`src/rtl/ps2_tx.sv`:
```
// ps2_tx: host-to-device PS/2 transmitter.
// Inhibits the bus, issues request-to-send, shifts out one byte LSB-first with
// odd parity and a stop bit on device-generated clocks, then checks the ACK.
// Drive outputs are open-drain enables (1 = pull line low) and are ORed with
// the port receiver's enables outside this block.
module ps2_tx #(
  parameter int unsigned INHIBIT_US        = 120,
  parameter int unsigned START_TIMEOUT_US  = 15000,
  parameter int unsigned PACKET_TIMEOUT_US = 2000
) (
  input  logic       clk6x,
  input  logic       reset,
  input  logic       ck1us,
  input  logic       PS2_CLK,
  input  logic       PS2_DATA,
  output logic       PS2_CLKDR0,
  output logic       PS2_DATADR0,
  input  logic [7:0] code_tx_i,
  input  logic       code_tx_v_i,
  output logic       code_tx_ready_o,
  output logic       tx_busy_o,
  output logic       tx_done_o,
  output logic       tx_err_o,
  output logic [1:0] tx_errcode_o
);

  localparam logic [15:0] INHIBIT_LD = 16'(INHIBIT_US);
  localparam logic [15:0] START_LD   = 16'(START_TIMEOUT_US);
  localparam logic [15:0] PACKET_LD  = 16'(PACKET_TIMEOUT_US);

  localparam logic [1:0] ERR_NONE   = 2'b00;
  localparam logic [1:0] ERR_NO_CLK = 2'b01;
  localparam logic [1:0] ERR_PKT_TO = 2'b10;
  localparam logic [1:0] ERR_NO_ACK = 2'b11;

  typedef enum logic [2:0] {
    ST_WAIT_IDLE = 3'd0,
    ST_IDLE      = 3'd1,
    ST_INHIBIT   = 3'd2,
    ST_RTS       = 3'd3,
    ST_WF_FIRST  = 3'd4,
    ST_BITS      = 3'd5,
    ST_ERR       = 3'd6,
    ST_DONE_WAIT = 3'd7
  } state_t;

  // Odd parity bit: makes the total count of ones (data + parity) odd.
  function automatic logic odd_parity(input logic [7:0] code);
    odd_parity = ~^code;
  endfunction

  // DATA drive enable to apply after device falling edge number fall_n.
  // Falls 1..8 present data bits LSB-first, fall 9 the parity bit, and from
  // fall 10 on the line is released (stop bit reads as 1).
  function automatic logic drive_bit(input logic [3:0] fall_n,
                                     input logic [7:0] code,
                                     input logic       par);
    logic [3:0] idx;
    idx = fall_n - 4'd1;
    case (fall_n)
      4'd1, 4'd2, 4'd3, 4'd4,
      4'd5, 4'd6, 4'd7, 4'd8: drive_bit = ~code[idx[2:0]];
      4'd9:                   drive_bit = ~par;
      default:                drive_bit = 1'b0;
    endcase
  endfunction

  // Line synchronisers (CLK gets one extra stage for edge detection).
  logic clk_d1_r, clk_d2_r, clk_d3_r;
  logic data_d1_r, data_d2_r;
  logic fall_s;

  // Microsecond timer.
  logic [15:0] timer_r;
  logic        timer_load_s;
  logic [15:0] timer_load_val_s;
  logic        expired_s;

  // Control state.
  state_t      state_r, state_nx_s;
  logic        accept_s;
  logic [7:0]  byte_r;
  logic        parity_r;
  logic [3:0]  bitcnt_r, bitcnt_nx_s;
  logic [3:0]  fall_n_s;
  logic [1:0]  reason_r, reason_nx_s;
  logic        datadr0_nx_s;
  logic        done_nx_s;
  logic        err_nx_s;

  // Registered outputs.
  logic        clkdr0_r;
  logic        datadr0_r;
  logic        ready_r;
  logic        busy_r;
  logic        done_r;
  logic        err_r;
  logic [1:0]  errcode_r;

  assign fall_s    = !clk_d2_r && clk_d3_r;
  assign expired_s = (timer_r == 16'd0);
  assign accept_s  = code_tx_v_i && ready_r;
  assign fall_n_s  = bitcnt_r + 4'd1;

  assign PS2_CLKDR0      = clkdr0_r;
  assign PS2_DATADR0     = datadr0_r;
  assign code_tx_ready_o = ready_r;
  assign tx_busy_o       = busy_r;
  assign tx_done_o       = done_r;
  assign tx_err_o        = err_r;
  assign tx_errcode_o    = errcode_r;

  // Bring the asynchronous bus lines into the clk6x domain; idle bus reads 1.
  always_ff @(posedge clk6x) begin
    if (reset) begin
      clk_d1_r  <= 1'b1;
      clk_d2_r  <= 1'b1;
      clk_d3_r  <= 1'b1;
      data_d1_r <= 1'b1;
      data_d2_r <= 1'b1;
    end else begin
      clk_d1_r  <= PS2_CLK;
      clk_d2_r  <= clk_d1_r;
      clk_d3_r  <= clk_d2_r;
      data_d1_r <= PS2_DATA;
      data_d2_r <= data_d1_r;
    end
  end

  // Down-counter in microseconds; a load wins over the ck1us decrement and
  // the count parks at zero, which is what "expired" means.
  always_ff @(posedge clk6x) begin
    if (reset) begin
      timer_r <= 16'd0;
    end else if (timer_load_s) begin
      timer_r <= timer_load_val_s;
    end else if (ck1us && !expired_s) begin
      timer_r <= timer_r - 16'd1;
    end else begin
      timer_r <= timer_r;
    end
  end

  // FSM state register.
  always_ff @(posedge clk6x) begin
    if (reset) begin
      state_r <= ST_WAIT_IDLE;
    end else begin
      state_r <= state_nx_s;
    end
  end

  // FSM next-state logic; a falling edge takes priority over a timeout.
  always_comb begin
    state_nx_s = state_r;
    case (state_r)
      ST_IDLE: begin
        if (accept_s) begin
          state_nx_s = ST_INHIBIT;
        end else begin
          state_nx_s = ST_IDLE;
        end
      end
      ST_INHIBIT: begin
        if (expired_s) begin
          state_nx_s = ST_RTS;
        end else begin
          state_nx_s = ST_INHIBIT;
        end
      end
      ST_RTS: begin
        state_nx_s = ST_WF_FIRST;
      end
      ST_WF_FIRST: begin
        if (fall_s) begin
          state_nx_s = ST_BITS;
        end else if (expired_s) begin
          state_nx_s = ST_ERR;
        end else begin
          state_nx_s = ST_WF_FIRST;
        end
      end
      ST_BITS: begin
        if (fall_s) begin
          if (fall_n_s == 4'd11) begin
            if (data_d2_r) begin
              state_nx_s = ST_ERR;
            end else begin
              state_nx_s = ST_DONE_WAIT;
            end
          end else begin
            state_nx_s = ST_BITS;
          end
        end else if (expired_s) begin
          state_nx_s = ST_ERR;
        end else begin
          state_nx_s = ST_BITS;
        end
      end
      ST_ERR: begin
        state_nx_s = ST_WAIT_IDLE;
      end
      ST_DONE_WAIT: begin
        if (clk_d2_r && data_d2_r) begin
          state_nx_s = ST_WAIT_IDLE;
        end else begin
          state_nx_s = ST_DONE_WAIT;
        end
      end
      ST_WAIT_IDLE: begin
        if (clk_d3_r && clk_d2_r && data_d2_r && data_d1_r) begin
          state_nx_s = ST_IDLE;
        end else begin
          state_nx_s = ST_WAIT_IDLE;
        end
      end
      default: begin
        state_nx_s = ST_WAIT_IDLE;
      end
    endcase
  end

  // FSM output logic: timer loads, DATA drive, bit count, error reason, pulses.
  always_comb begin
    timer_load_s     = 1'b0;
    timer_load_val_s = 16'd0;
    datadr0_nx_s     = datadr0_r;
    bitcnt_nx_s      = bitcnt_r;
    reason_nx_s      = reason_r;
    done_nx_s        = 1'b0;
    err_nx_s         = 1'b0;
    case (state_r)
      ST_IDLE: begin
        datadr0_nx_s = 1'b0;
        bitcnt_nx_s  = 4'd0;
        reason_nx_s  = ERR_NONE;
        if (accept_s) begin
          timer_load_s     = 1'b1;
          timer_load_val_s = INHIBIT_LD;
        end else begin
          timer_load_s     = 1'b0;
        end
      end
      ST_INHIBIT: begin
        // Pull DATA low (start bit) once CLK has been held long enough.
        if (expired_s) begin
          datadr0_nx_s = 1'b1;
        end else begin
          datadr0_nx_s = 1'b0;
        end
      end
      ST_RTS: begin
        datadr0_nx_s     = 1'b1;
        bitcnt_nx_s      = 4'd0;
        timer_load_s     = 1'b1;
        timer_load_val_s = START_LD;
      end
      ST_WF_FIRST: begin
        if (fall_s) begin
          bitcnt_nx_s      = 4'd1;
          datadr0_nx_s     = drive_bit(4'd1, byte_r, parity_r);
          timer_load_s     = 1'b1;
          timer_load_val_s = PACKET_LD;
        end else if (expired_s) begin
          datadr0_nx_s = 1'b0;
          reason_nx_s  = ERR_NO_CLK;
        end else begin
          datadr0_nx_s = datadr0_r;
        end
      end
      ST_BITS: begin
        if (fall_s) begin
          bitcnt_nx_s  = fall_n_s;
          datadr0_nx_s = drive_bit(fall_n_s, byte_r, parity_r);
          if ((fall_n_s == 4'd11) && data_d2_r) begin
            reason_nx_s = ERR_NO_ACK;
          end else begin
            reason_nx_s = reason_r;
          end
        end else if (expired_s) begin
          datadr0_nx_s = 1'b0;
          reason_nx_s  = ERR_PKT_TO;
        end else begin
          datadr0_nx_s = datadr0_r;
        end
      end
      ST_ERR: begin
        datadr0_nx_s = 1'b0;
        err_nx_s     = 1'b1;
      end
      ST_DONE_WAIT: begin
        datadr0_nx_s = 1'b0;
        if (clk_d2_r && data_d2_r) begin
          done_nx_s = 1'b1;
        end else begin
          done_nx_s = 1'b0;
        end
      end
      ST_WAIT_IDLE: begin
        datadr0_nx_s = 1'b0;
      end
      default: begin
        datadr0_nx_s = 1'b0;
      end
    endcase
  end

  // Transfer datapath: latched byte, its parity, bit count and error reason.
  always_ff @(posedge clk6x) begin
    if (reset) begin
      byte_r   <= 8'd0;
      parity_r <= 1'b0;
      bitcnt_r <= 4'd0;
      reason_r <= ERR_NONE;
    end else begin
      if (accept_s) begin
        byte_r   <= code_tx_i;
        parity_r <= odd_parity(code_tx_i);
      end else begin
        byte_r   <= byte_r;
        parity_r <= parity_r;
      end
      bitcnt_r <= bitcnt_nx_s;
      reason_r <= reason_nx_s;
    end
  end

  // Output registers; CLK is only ever pulled low in INHIBIT and RTS.
  always_ff @(posedge clk6x) begin
    if (reset) begin
      clkdr0_r  <= 1'b0;
      datadr0_r <= 1'b0;
      ready_r   <= 1'b0;
      busy_r    <= 1'b0;
      done_r    <= 1'b0;
      err_r     <= 1'b0;
      errcode_r <= ERR_NONE;
    end else begin
      clkdr0_r  <= (state_nx_s == ST_INHIBIT) || (state_nx_s == ST_RTS);
      datadr0_r <= datadr0_nx_s;
      ready_r   <= (state_nx_s == ST_IDLE);
      busy_r    <= (state_nx_s != ST_IDLE) && (state_nx_s != ST_WAIT_IDLE);
      done_r    <= done_nx_s;
      err_r     <= err_nx_s;
      if (err_nx_s) begin
        errcode_r <= reason_r;
      end else begin
        errcode_r <= errcode_r;
      end
    end
  end

endmodule

```
`config.mk`:
```
export PLATFORM = sky130hd
export DESIGN_NAME = ps2_tx
export DESIGN_NICKNAME = d
export VERILOG_FILES = /design/src/rtl/ps2_tx.sv
export SDC_FILE = /design/constraint.sdc
export NUM_CORES = 1
export LEC_CHECK = 0
export ABC_AREA = 1
export BUFFER_PORTS_ARGS = -buffer_cell sky130_fd_sc_hd__buf_4
export CAP_MARGIN = 20
export CORE_ASPECT_RATIO = 1.2
export CORE_MARGIN = 1
export CORE_UTILIZATION = 32
export CTS_CLUSTER_SIZE = 12
export DETAILED_ROUTE_END_ITERATION = 12
export PLACE_DENSITY = 0.58
export SETUP_SLACK_MARGIN = 0.05
export SYNTH_ARGS = -nofsm -noshare
export SYNTH_HDL_FRONTEND = slang
export SYNTH_SLANG_ARGS = --single-unit
```
`constraint.sdc`:
```
create_clock -name clk6x -period 2.3 [get_ports clk6x]
set_input_delay 0.23 -clock clk6x [delete_from_list [all_inputs] [get_ports clk6x]]
set_output_delay 0.23 -clock clk6x [all_outputs]
set_load 0.01 [all_outputs]
```
# Word level (Yosys, flattened, before mapping)
# Cells that the tools add are included.
[classes]
n_addsub = 3
magnitude_cmp = 1
mux = 38
n_bitwise = 4
n_reduce_logical = 25
n_eq_ne = 27
[ops]
columns = ["op", "n"]
rows = [
  ["14-bit case mux with 3 select lines", 1],
  ["16-bit 2-to-1 mux", 2],
  ["3-bit case mux with 8 select lines", 1],
  ["2-bit 2-to-1 mux", 9],
  ["4-bit by 3-bit equality test with 1-bit output, second input constant", 4],
  ["16-bit zero test", 1],
  ["16-bit by 1-bit subtractor with 16-bit output, second input constant", 1],
  ["3-bit by 2-bit equality test with 1-bit output, second input constant", 4],
  ["3-bit equality test, second input constant", 4],
  ["4-bit equality test, second input constant", 3],
  ["1-bit 2-to-1 mux", 12],
  ["4-bit case mux with 3 select lines", 1],
  ["11-bit 2-to-1 mux", 1],
  ["1-bit logical AND", 9],
  ["3-bit 2-to-1 mux", 3],
  ["3-bit nonzero test", 3],
  ["4-bit by 2-bit equality test with 1-bit output, second input constant", 2],
  ["4-bit 2-to-1 mux", 2],
  ["2-bit inequality test, second input constant", 4],
  ["8-bit OR reduction", 1],
  ["8-bit XNOR reduction", 1],
  ["7-bit 2-to-1 mux", 1],
  ["3-bit by 1-bit equality test with 1-bit output, second input constant", 2],
  ["3-bit inequality test, second input constant", 2],
  ["other kinds (19)", 24],
]
[word_totals]
output_inout_bits = 8
ff_bits = 47
wordCells = 116

# Logic depth before layout (Yosys ltp)
# Gate-level depths: netlist of run 1.
[depth]
word_depth = 8
mapped_depth = 13

# Worst setup path after synthesis of run 1
# No wires, ideal clock.
[synth_path]
path_kind = "reg2reg"
startpoint = "register timer_r[0]"
endpoint = "register timer_r[9]"
t_arrival_ns = 1.522
period_less_slack_ns = 1.632
setup_time_ns = 0.110
slack_ns = 0.668
n_path_buf = 0
path_stages_with_launch = 11
t_required_ns = 2.190
path_cell_list = "dfxtp_1 > inv_1 > ha_1 > nand2_1 > nor2_1 > nand2_1 > nand2_2 > nand2_8 > or2_0 > nand3_1 > inv_2"
[synth_between]
elab_chain_len = 4
elab_cells_between_ends = 7
cone_classes = "add/sub (1); mux (2); reduce/logical (4)"
[synth_rtl]
columns = ["element", "line_no", "rtl"]
rows = [
  ["start: declaration", "74", "logic [15:0] timer_r;"],
  ["start signal: assignment", "136", "timer_r <= timer_load_val_s;"],
  ["start signal: assignment", "138", "timer_r <= timer_r - 16'd1;"],
  ["start signal: assignment", "140", "timer_r <= timer_r;"],
  ["branches (longest 4 deep; another with 16-bit by 1-bit subtractor with 16-bit output)", "--", ""],
]
# Several ways; the timed one is not identified. The select of a mux whose other input is x is not followed.
# A chain may end at the register's enable or synchronous reset.

# Worst setup path after layout of run 1
# Same ends and word-level chain as after synthesis.

==> results of run 1 <==
per-stage QoR:
| stage | cell area, um^2 | util, % | hold slack [ns] | total power [W] |
|---|---|---|---|---|
| final | 2910 | 37.6 | 0.103 | 0.00281 |
| after global routing | 2910 | 37.6 | 0.0973 | 0.00310 |
| after CTS | 2910 | 37.6 | 0.0935 | 0.00285 |
| after detailed placement | 2820 | 36.4 | 0.396 | 0.00233 |
| after global placement | 2820 | 36.4 | 0.395 | 0.00232 |
| after floorplan | 2580 | - | 0.334 | 0.00206 |
worst max-delay path by stage:
stage	startpoint	to	cells past startpoint
global placement	bitcnt_r[0]$_SDFFE_PP0P_	PS2_DATADR0$_SDFF_PP0_	11
global route	timer_r[0]$_SDFFE_PP0P_	timer_r[9]$_SDFFE_PP0P_	10
floorplan	timer_r[0]$_SDFFE_PP0P_	timer_r[9]$_SDFFE_PP0P_	10
finish	timer_r[0]$_SDFFE_PP0P_	timer_r[9]$_SDFFE_PP0P_	10
CTS	bitcnt_r[0]$_SDFFE_PP0P_	PS2_DATADR0$_SDFF_PP0_	11
detailed placement	bitcnt_r[0]$_SDFFE_PP0P_	PS2_DATADR0$_SDFF_PP0_	11
registers in the layout, indices dropped and copies added, names as in the netlist:
name             count
PS2_CLKDR0           1
clk_d1_r             1
reason_r             2
byte_r               8
bitcnt_r             4
timer_r             16
PS2_DATADR0          1
tx_done_o            1
parity_r             1
data_d1_r            1
tx_errcode_o         2
code_tx_ready_o      1
clk_d3_r             1
data_d2_r            1
tx_err_o             1
tx_busy_o            1
state_r              3
clk_d2_r             1
cells in the final DEF, fill, tap and decap left out, types with 2 or more instances in the layout:
cell and instances:
nor2_4 2, clkbuf_8 5, nor3_1 4, nand4_1 7, or2_0 2, inv_1 32, nor2_1 45, clkinv_2 2
xnor2_1 8, o211ai_1 2, o21ai_1 8, nand2_1 67, nand2_2 3, inv_2 10, xor2_1 9, buf_4 22
nand2_4 2, a21boi_0 2, a31oi_1 3, dfxtp_1 46, ha_1 7, a21oi_1 27, nor2_2 7, nand3_1 29
or2_2 4, o21ai_0 24
cells by family (layout without fill, tap and decap cells):
family          after synthesis  count (layout)  share of synthesized area [%]
simple gates                177             177                           32.5
compound gates               69              69                           14.4
buf+inv                      49              72                           7.47
flops                        47              47                           36.5
xor+xnor                     17              17                           5.77
fa+ha+maj                     7               7                           3.40
power by group:
part / total (W) / switching [W] / internal, W / leakage, nW
combinational: 0.00115 / 0.000697 / 0.000454 / 0.886
clock: 0.000506 / 0.000291 / 0.000214 / 0.0483
sequential: 0.00115 / 0.000172 / 0.000982 / 0.386
per-layer routing:
layer | part of all wire [%] | track usage [%] | routed length, um | vias up
li1 | - | - | - | 1244
met2 | 49 | 26.1 | 2780 | 33
met4 | 1.7 | 5.70 | 94 | 0
met1 | 47 | 17.4 | 2660 | 1050
met5 | 0 | 0 | 0 | -
met3 | 2.7 | 2.88 | 151 | 8
critical path, delay by kind of cell, from the launching register on:
| kind | cells | cell delay (ns) |
|---|---|---|
| and+or+nand+nor | 7 | 1.16 |
| DFF | 1 | 0.34 |
| adders and majority gates | 1 | 0.20 |
| buffers and inverters | 2 | 0.13 |
final cells by class:
type / instances / share of cell area, %
Clock buffer: 5 / 2.36
Sequential cell: 47 / 32.3
Timing Repair Buffer: 22 / 5.67
Clock inverter: 3 / 0.644
Inverter: 42 / 5.41
Multi-Input combinational cell: 270 / 49.6
Tap cell: 92 / 3.95
repair_timing:
item                       4_1_cts  5_1_grt
resized for setup                0        1
setup endpoints to repair        0        1
hold endpoints to repair         0        0
==> flow_summary_export.csv, run 1 <==
group,metric,value,unit
status,outcome,"finished clean",
placed_design,finalWeightedCongestion,0.889,
logic_synthesis,synth_top_area_share,36.5,%
logic_synthesis,synthTopCellsByArea,"dfxtp_1 (36%), nand2_1 (9.8%), nor2_1 (6.6%), nand3_1 (5.6%), a21oi_1 (5.2%)",
power,p_leak,1.32,nW
logic_synthesis,synth.ff_latch_count,47,
die,fp-row-count,35,
logic_synthesis,synth.most_common_cell,"nand2_1",
logic_synthesis,synth_fp_nets,387,
drt,antenna_violating_nets_post_route,0,
logic_synthesis,synthFlopType,"dfxtp_1",
worst_setup_path,slowest_delay,0.34,ns
timing,setup_viol,0,
worst_setup_path,r2r.worst_path.cells,10,
timing,finalMaxSlewViolations,0,
global_routing,grt_max_degree,21,
die,die_w,83.9,um
worst_setup_path,path_cells,"inv_1 -> ha_1 -> nand2_1 -> nor2_1 -> nand2_1 -> nand2_2 -> nand2_8 -> or2_0 -> nand3_1 -> inv_2",
die,io_pins,22,
min_path,worstHoldStart,"PS2_DATA",
timing,fin_tns_setup,0,ns
placed_design,placed_cells,473,
logic_synthesis,yosysUniqueCellTypes,34,
cells_and_area,n_fill_cell,805,
clock_network,clkLatencyLatePin,0.30,ns
clock_network,cts_root_buf,"clkbuf_8",
min_path,hold_class,"in -> reg",
clock_network,path_clk_slew,0.09,ns
worst_setup_path,r2r_start,"timer_r[0]$_SDFFE_PP0P_",
worst_setup_path,startpoint_type,"flip-flop",
logic_synthesis,ys_seq_area_share,36.5,%
logic_synthesis,async_reset_ff_share,0,%
die,initial_utilization,33.3,%
clock_network,htree_levels,2,
cells_and_area,syn_to_final_growth,13.0,%
run,cap_violations,0,
worst_setup_path,r2r_slack,0.38,ns
timing,setup_slack,0.385,ns
logic_synthesis,ys_top_cells_by_count,"nand2_1 (67), dfxtp_1 (47), nor2_1 (45)",
die,coreArea,7750,um^2
global_routing,antenna_found_initial,0,
logic_synthesis,syn_avg_cell_area,7.05,um^2
drt,drc_errors,0,
cells_and_area,drive_gt1_share,16.2,%
timing,skew,0.00360,ns
power,powerDensity,965,nW/um^2
placed_design,pre_cts_ws,0.335,ns
clock_network,max-clock-path-buffers,2,
placed_design,port_buffers,21,
drt,routed-via-count,2335,
logic_synthesis,yosys_warnings,0,
logic_synthesis,synth_edf_count,0,
drt,drtIter0Drc,144,
drt,vias_per_cell,4.85,
logic_synthesis,synth_cells,366,
worst_setup_path,cpMaxStageDelayCell,"dfxtp_1",
timing,fmax,0.522,GHz
timing,fin_crit,1.92,ns
clock_network,ctsHoldBuffers,0,
drt,detail_route.first_pass.iterations,4,
global_routing,grtUsageTotal,14.7,%
power,ir_worst_vdd,0.000375,V
die,dieArea,8420,um^2
cells_and_area,multiInputGateArea,1450,um^2
logic_synthesis,yosys.area.top_type,"dfxtp_1",
worst_setup_path,path_class,"reg -> reg",
min_path,hold_end,"data_d1_r$_SDFF_PP1_",
cells_and_area,seq_area,942,um^2
worst_setup_path,reg2reg_to,"timer_r[9]$_SDFFE_PP0P_",
drt,drt-wirelength-per-cell,11.8,um
cells_and_area,diodes,0,
clock_network,cts_tree,"yes",
worst_setup_path,path_max_fanout,19,
placed_design,dp_hpwl,4.41,mm
timing,finalCritPeriodShare,83.3,%
cells_and_area,nets,409,
timing,maxSlewHeadroom,71.7,%
timing,rsz0062_at_grt,"false",
min_path,worstHoldPathCells,2,
global_routing,grt_pass1_wl,10.0,mm
global_routing,grt_pass1_vias,2239,
logic_synthesis,netlist_area,2580,um^2
worst_setup_path,end_kind,"flip-flop",
worst_setup_path,arrival,2.13,ns
clock_network,clock-sinks,47,
worst_setup_path,required,2.52,ns
timing,finalHoldViolations,0,
global_routing,grt_overflow,0,
die,die_y,100,um
drt,drt-total-wl,5.69,mm
clock_network,cts_setup_buffers,0,
worst_setup_path,cpMostUsedCell,"nand2_1",
timing,worst_pin_slew,0.421,ns
cells_and_area,instances_no_fill,481,
clock_network,numCtsBuffers,5,
Note: power is estimated with default switching activity, not from simulation.
==> run 2: changes to the inputs <==
--- a/config.mk
+++ b/config.mk
@@ -5,7 +5,7 @@
 export SDC_FILE = /design/constraint.sdc
 export NUM_CORES = 1
 export LEC_CHECK = 0
-export ABC_AREA = 1
+export ABC_AREA = 0
 export BUFFER_PORTS_ARGS = -buffer_cell sky130_fd_sc_hd__buf_4
 export CAP_MARGIN = 20
 export CORE_ASPECT_RATIO = 1.2
@@ -13,7 +13,7 @@
 export CORE_UTILIZATION = 32
 export CTS_CLUSTER_SIZE = 12
 export DETAILED_ROUTE_END_ITERATION = 12
-export PLACE_DENSITY = 0.58
+export PLACE_DENSITY = 0.6
 export SETUP_SLACK_MARGIN = 0.05
 export SYNTH_ARGS = -nofsm -noshare
 export SYNTH_HDL_FRONTEND = slang
==> constraint.sdc (replaced) <==
create_clock -name clk6x -period 1.6 [get_ports clk6x]
set_input_delay 0.16 -clock clk6x [delete_from_list [all_inputs] [get_ports clk6x]]
set_output_delay 0.16 -clock clk6x [all_outputs]
set_load 0.01 [all_outputs]
==> run 2 against run 1 <==
Net effect: the flow now finishes with violations (setup timing); flip-flop and latch count did not move; first-iteration DRC count decreased by 44%; largest cell class unchanged; sequential power grew 35%; wire length increased by 26%; critical path type unchanged; non-clock buffer count increased by 80; largest power group is now combinational cells.
==> flow_summary_export.csv, run 2 <==
group,metric,value,unit
placed_design,port_buffers,21,
min_path,hold_end,"data_d1_r$_SDFF_PP1_",
worst_setup_path,cpMostUsedCell,"or3_4",
timing,finalMaxSlewViolations,0,
logic_synthesis,synth.ff_latch_count,47,
timing,fmax,0.504,GHz
global_routing,grt_overflow,0,
power,p_sw,0.00238,W
logic_synthesis,synth_edf_count,0,
clock_network,cts_root_buf,"clkbuf_8",
cells_and_area,diodes,0,
clock_network,cts_tree,"yes",
die,die_w,83.7,um
worst_setup_path,slowest_delay,0.38,ns
logic_synthesis,synthFlopType,"dfxtp_1",
timing,setup_slack,-0.386,ns
logic_synthesis,synth.most_common_cell,"dfxtp_1",
clock_network,path_clk_slew,0.09,ns
global_routing,grt_pass1_wl,12.2,mm
logic_synthesis,syn_avg_cell_area,8.05,um^2
die,coreArea,7710,um^2
min_path,worstHoldStart,"PS2_DATA",
die,die_y,100,um
power,clkPwrFrac,11.7,%
logic_synthesis,yosys.area.top_type,"dfxtp_1",
min_path,worstHoldPathCells,2,
timing,fin_crit,1.99,ns
worst_setup_path,r2r_start,"timer_r[13]$_SDFFE_PP0P_",
clock_network,max-clock-path-buffers,2,
drt,routed-via-count,2649,
timing,maxSlewHeadroom,68.5,%
cells_and_area,layout_commonest_cell,"buf_4",
power,powerDensity,1610,nW/um^2
clock_network,clock-sinks,47,
run,cap_violations,0,
timing,finalCritPeriodShare,124,%
die,fp-row-count,35,
timing,rsz0062_at_grt,"true",
drt,drt-wirelength-per-cell,14.3,um
worst_setup_path,startpoint_type,"flip-flop",
cells_and_area,drive_gt1_share,41.6,%
cells_and_area,top_register,"timer_r",
worst_setup_path,reg2reg_to,"state_r[0]$_SDFF_PP0_",
drt,antenna_violating_nets_post_route,0,
worst_setup_path,r2r.worst_path.cells,6,
placed_design,pre_cts_ws,-0.475,ns
cells_and_area,syn_to_final_growth,48.0,%
worst_setup_path,r2r_slack,-0.39,ns
clock_network,htree_levels,2,
global_routing,grt_max_degree,43,
worst_setup_path,cpMaxStageDelayCell,"or3_4",
logic_synthesis,ys_seq_area_share,36.7,%
drt,drtIter0Drc,81,
worst_setup_path,path_cells,"or3_4 -> or3_4 -> or2_1 -> a311o_1 -> a31oi_2 -> nor3_1",
die,initial_utilization,33.2,%
cells_and_area,largest_reg_flops,16,
power,p_sw_share,38.9,%
worst_setup_path,arrival,2.16,ns
logic_synthesis,async_reset_ff_share,0,%
drt,vias_per_cell,5.27,
die,dieArea,8370,um^2
worst_setup_path,path_class,"reg -> reg",
die,io_pins,22,
clock_network,numCtsBuffers,5,
cells_and_area,finalCoreUtilization,49.2,%
power,p_leak,1.53,nW
global_routing,antenna_found_initial,0,
logic_synthesis,synth_cells,318,
status,violations,"setup timing",
placed_design,finalWeightedCongestion,0.859,
logic_synthesis,synth_fp_nets,339,
logic_synthesis,ys_top_cells_by_count,"dfxtp_1 (47), nand2_1 (44), a21oi_1 (30)",
min_path,hold_class,"in -> reg",
cells_and_area,layout_common_cells,"buf_4 (95), nand2_1 (42), dfxtp_1 (41)",
logic_synthesis,synthTopCellsByArea,"dfxtp_1 (37%), nand2_1 (6.4%), a21oi_1 (5.9%), xnor2_1 (4.1%), nor2_1 (3.8%)",
worst_setup_path,path_max_fanout,4,
global_routing,grt_pass1_vias,2594,
timing,skew,0.00427,ns
drt,drt-total-wl,7.17,mm
power,internal_power,0.00373,W
global_routing,grtUsageTotal,17.8,%
drt,detail_route.first_pass.iterations,4,
logic_synthesis,yosys_warnings,0,
timing,setup_viol,23,
power,pwr-share-comb,63.0,%
logic_synthesis,synth_top_area_share,36.7,%
clock_network,ctsHoldBuffers,0,
drt,drc_errors,0,
timing,worst_pin_slew,0.470,ns
power,p_seq_share,25.3,%
placed_design,dp_hpwl,5.12,mm
logic_synthesis,yosysUniqueCellTypes,51,
status,outcome,"finished, violations left",
logic_synthesis,netlist_area,2560,um^2
power,ir_worst_vdd,0.00135,V
cells_and_area,top_regs,"timer_r x16, byte_r x8, bitcnt_r x4",
worst_setup_path,end_kind,"flip-flop",
clock_network,clkLatencyLatePin,0.30,ns
worst_setup_path,required,1.78,ns
timing,finalHoldViolations,0,
cells_and_area,nets,431,
[run 2: cell count changes in the layout (fill, tap and decap cells not counted), moves of 6 or more]
cell	before	now
buf_4	22	95
buf_6	0	7
inv_1	32	8
inv_2	10	1
nand2_1	67	42
nand2b_1	0	6
nand3_1	29	3
nor2_1	45	21
nor3_1	4	13
o21ai_0	24	9
o21ai_1	8	0
[run 2: power groups by stage]
stage / clock network (W) / logic [W] / registers, W
finish: 0.000717 / 0.00385 / 0.00155
global route: 0.000784 / 0.00418 / 0.00157
CTS: 0.000734 / 0.00359 / 0.00152
detailed placement: 0 / 0.00274 / 0.00153
global placement: 0 / 0.00269 / 0.00153
floorplan: 0 / 0.00162 / 0.00156
[run 2: cells by family after synthesis]
| logic type | after synthesis | synth area share, % |
|---|---|---|
| AOI/OAI and AO/OA | 74 | 18.5 |
| xor gates and xnor gates | 16 | 5.47 |
| adders and majority gates | 7 | 3.42 |
| buffers and inverters | 26 | 4.45 |
| DFF | 47 | 36.7 |
| muxes | 6 | 3.32 |
| and+or+nand+nor | 142 | 28.1 |
[run 2: critical path, delay by kind of cell, from the launching register on]
kind               cells  cell delay (ns)
DFF                    1             0.33
and+or+nand+nor        4             1.07
AOI/OAI and AO/OA      2             0.47
[run 2: per-stage QoR]
step	hold WS [ns]	total power, W	std cells	setup TNS (ns)	area (um^2)
CTS	0.0286	0.00584	500	-6.44	3670
finish	0.0412	0.00612	503	-7.37	3790
global route	0.0324	0.00653	503	-11.09	3790
global placement	0.345	0.00421	484	-8.06	3310
floorplan	0.250	0.00318	318	-5.51	2610
detailed placement	0.348	0.00427	484	-8.70	3310
[run 2: how the worst max path moves through the flow]
| stage | start | slack, ns | endpoint | depth (start not counted) |
|---|---|---|---|---|
| finish | timer_r[13]$_SDFFE_PP0P_ | -0.39 | state_r[0]$_SDFF_PP0_ | 6 |
| global route | timer_r[7]$_SDFFE_PP0P_ | -0.58 | code_tx_ready_o$_SDFF_PP0_ | 8 |
| CTS | bitcnt_r[1]$_SDFFE_PP0P_ | -0.49 | PS2_DATADR0$_SDFF_PP0_ | 7 |
| detailed placement | timer_r[13]$_SDFFE_PP0P_ | -0.47 | code_tx_ready_o$_SDFF_PP0_ | 6 |
| global placement | bitcnt_r[1]$_SDFFE_PP0P_ | -0.46 | PS2_DATADR0$_SDFF_PP0_ | 7 |
| floorplan | timer_r[13]$_SDFFE_PP0P_ | -0.39 | code_tx_ready_o$_SDFF_PP0_ | 7 |
[run 2: what timing repair did]
action                                  in CTS  in global routing
endpoints found under the hold margin        0                  0
pin swaps                                   34                 20
gates resized for setup                     49                 24
cloned                                       0                  0
setup buffers                               11                  4
endpoints found under the setup margin      24                 27
[run 2: area by class of cell]
| type | count | area [um^2] |
|---|---|---|
| multi-input combinational | 245 | 1820 |
| timing repair buffer | 102 | 792 |
| tap | 92 | 115 |
| sequential | 47 | 948 |
| fill | 735 | 3920 |
| clock inverter | 1 | 5.00 |
| inverter | 9 | 33.8 |
| clock buffer | 7 | 76.3 |
[run 2: layer usage]
metal | GRT usage [%] | vias up | wire [um]
met3 | 2.80 | 10 | 220
met4 | 4.56 | 0 | 98
met5 | 0 | - | 0
met1 | 21.2 | 1266 | 3110
met2 | 33.2 | 54 | 3740
li1 | - | 1319 | -
==> run 3: changes to the inputs <==
--- a/config.mk
+++ b/config.mk
@@ -8,7 +8,7 @@
 export ABC_AREA = 0
 export BUFFER_PORTS_ARGS = -buffer_cell sky130_fd_sc_hd__buf_4
 export CAP_MARGIN = 20
-export CORE_ASPECT_RATIO = 1.2
+export CORE_ASPECT_RATIO = 1.1
 export CORE_MARGIN = 1
 export CORE_UTILIZATION = 32
 export CTS_CLUSTER_SIZE = 12
==> run 3 against run 2 <==
Net effect: the run still ends with setup timing left; worst hold slack better by 0.0011 ns; design area decreased by 2.7%; sequential share of layout area grew 0.80 points; first-iteration DRC count rose by 75%; combinational power shrank 17%; register-to-register slack about the same; power is 10% lower; critical path depth did not move; maximum frequency decreased by 0.57%; count of clock-buffer cells in the layout up 1; critical path type unchanged; largest power group unchanged; highest routed layer unchanged.
==> flow_summary_export.csv, run 3 (synthesized netlist as in run 2, its figures left out) <==
group,metric,value,unit
timing,fmax,0.501,GHz
drt,drc_errors,0,
global_routing,grt_pass1_wl,11.9,mm
cells_and_area,nets,431,
worst_setup_path,r2r.worst_path.cells,6,
cells_and_area,drive_gt1_share,38.2,%
die,coreArea,7600,um^2
power,p_leak,1.49,nW
timing,fin_crit,2.00,ns
worst_setup_path,path_cells,"or3_4 -> or3_4 -> or2_1 -> a311o_1 -> a31oi_1 -> nor4_1",
status,violations,"setup timing",
worst_setup_path,slowest_delay,0.39,ns
clock_network,cts_tree,"yes",
worst_setup_path,reg2reg_to,"code_tx_ready_o$_SDFF_PP0_",
placed_design,finalWeightedCongestion,0.885,
global_routing,antenna_found_initial,0,
die,die_y,95.8,um
min_path,worstHoldPathCells,2,
worst_setup_path,r2r_start,"timer_r[13]$_SDFFE_PP0P_",
clock_network,clkLatencyLatePin,0.31,ns
timing,setup_slack,-0.397,ns
timing,rsz0062_at_grt,"true",
clock_network,cts_root_buf,"clkbuf_8",
global_routing,grt_pass1_vias,2605,
run,cap_violations,0,
min_path,hold_class,"in -> reg",
global_routing,grtUsageTotal,18.2,%
min_path,worstHoldStart,"PS2_CLK",
worst_setup_path,arrival,2.18,ns
die,dieArea,8370,um^2
timing,setup_viol,23,
power,powerDensity,1490,nW/um^2
worst_setup_path,cpMaxStageDelayCell,"or3_4",
worst_setup_path,r2r_slack,-0.40,ns
worst_setup_path,end_kind,"flip-flop",
drt,routed-via-count,2638,
die,initial_utilization,33.7,%
cells_and_area,layout_common_cells,"buf_4 (99), dfxtp_1 (42), nand2_1 (42)",
clock_network,max-clock-path-buffers,2,
clock_network,ctsHoldBuffers,0,
power,power,0.00550,W
placed_design,dp_hpwl,5.12,mm
timing,maxSlewHeadroom,69.1,%
placed_design,pre_cts_ws,-0.501,ns
drt,vias_per_cell,5.11,
cells_and_area,syn_to_final_growth,44.0,%
cells_and_area,multiInputGateArea,1690,um^2
drt,antenna_violating_nets_post_route,0,
clock_network,clock-sinks,47,
cells_and_area,seq_area,952,um^2
drt,drtIter0Drc,142,
cells_and_area,finalCoreUtilization,48.6,%
clock_network,numCtsBuffers,5,
worst_setup_path,startpoint_type,"flip-flop",
cells_and_area,largest_reg_flops,16,
power,ir_worst_vdd,0.000625,V
timing,finalMaxSlewViolations,0,
clock_network,htree_levels,2,
timing,worst_pin_slew,0.463,ns
die,die_w,87.3,um
cells_and_area,top_regs,"timer_r x16, byte_r x8, bitcnt_r x4",
timing,skew,0.0139,ns
die,fp-row-count,33,
clock_network,path_clk_slew,0.09,ns
die,io_pins,22,
drt,drt-wirelength-per-cell,13.9,um
min_path,hold_end,"clk_d1_r$_SDFF_PP1_",
timing,finalCritPeriodShare,125,%
cells_and_area,top_register,"timer_r",
cells_and_area,n_fill_cell,774,
drt,drt-total-wl,7.17,mm
worst_setup_path,path_max_fanout,6,
status,outcome,"finished, violations left",
global_routing,grt_max_degree,43,
cells_and_area,layout_commonest_cell,"buf_4",
cells_and_area,diodes,0,
drt,detail_route.first_pass.iterations,5,
worst_setup_path,required,1.78,ns
global_routing,grt_overflow,0,
placed_design,port_buffers,21,
timing,finalHoldViolations,0,
worst_setup_path,cpMostUsedCell,"or3_4",
worst_setup_path,path_class,"reg -> reg",
run 3: changes by cell type in the layout (fill, tap and decap cells not counted), moves of 2 or more:
| cell | before | now |
|---|---|---|
| buf_4 | 95 | 99 |
| buf_6 | 7 | 3 |
| a21oi_1 | 27 | 30 |
| dfxtp_2 | 6 | 3 |
| o21ai_0 | 9 | 12 |
| o21ai_2 | 4 | 1 |
| o22ai_1 | 1 | 4 |
| o22ai_2 | 3 | 0 |
| a21oi_4 | 2 | 0 |
| clkbuf_8 | 5 | 7 |
| dfxtp_4 | 0 | 2 |
run 3: timing repair:
| action | in CTS | in global routing |
|---|---|---|
| endpoints found under the setup margin | 25 | 26 |
| endpoints found under the hold margin | 0 | 0 |
| gates resized for setup | 29 | 15 |
| pin swaps | 11 | 11 |
| buffers inserted | 8 | 3 |
run 3: cell type report:
class                   instances  area share (%)
inverters                       9           0.916
repair buffers                102            21.1
clock buffers                   8            2.71
well taps                     105            3.56
multi-input cells             245            45.9
flip-flops and latches         47            25.8
run 3: worst max-delay path: cells and delay by family (launching register included):
family | cells | cell delay, ns
AOI/OAI and AO/OA | 2 | 0.47
DFF | 1 | 0.32
and+or+nand+nor | 4 | 1.10
run 3: worst max-delay path by stage:
stage	depth (start not counted)	start	endpoint	slack, ns
final	6	timer_r[13]$_SDFFE_PP0P_	code_tx_ready_o$_SDFF_PP0_	-0.40
after global routing	9	bitcnt_r[0]$_SDFFE_PP0P_	PS2_DATADR0$_SDFF_PP0_	-0.45
after CTS	7	bitcnt_r[0]$_SDFFE_PP0P_	PS2_DATADR0$_SDFF_PP0_	-0.38
after detailed placement	6	timer_r[13]$_SDFFE_PP0P_	code_tx_ready_o$_SDFF_PP0_	-0.50
after global placement	9	timer_r[7]$_SDFFE_PP0P_	code_tx_ready_o$_SDFF_PP0_	-0.53
after floorplan	7	timer_r[13]$_SDFFE_PP0P_	code_tx_ready_o$_SDFF_PP0_	-0.39
run 3: through the flow:
stage	setup TNS [ns]	cell area (um^2)	instances	hold slack, ns
CTS	-6.48	3620	515	0.0303
global route	-7.87	3690	516	0.0281
floorplan	-5.51	2610	318	0.250
detailed placement	-9.18	3340	499	0.352
global placement	-9.85	3340	499	0.350
finish	-5.79	3690	516	0.0423
run 3: per-layer routing:
metal  up-vias  share of wire [%]  track usage (%)
met2        73                 49             31.7
met5         -                  0                0
met3         7                4.6             3.60
li1       1325                  -                -
met4         0                1.1             6.01
met1      1233                 45             22.5
run 3: power breakdown:
| group | switching, W | internal (W) | total, W |
|---|---|---|---|
| sequential | 0.000138 | 0.00138 | 0.00152 |
| clock | 0.000393 | 0.000395 | 0.000788 |
| combinational | 0.00153 | 0.00166 | 0.00320 |
| total | 0.00206 | 0.00344 | 0.00550 |
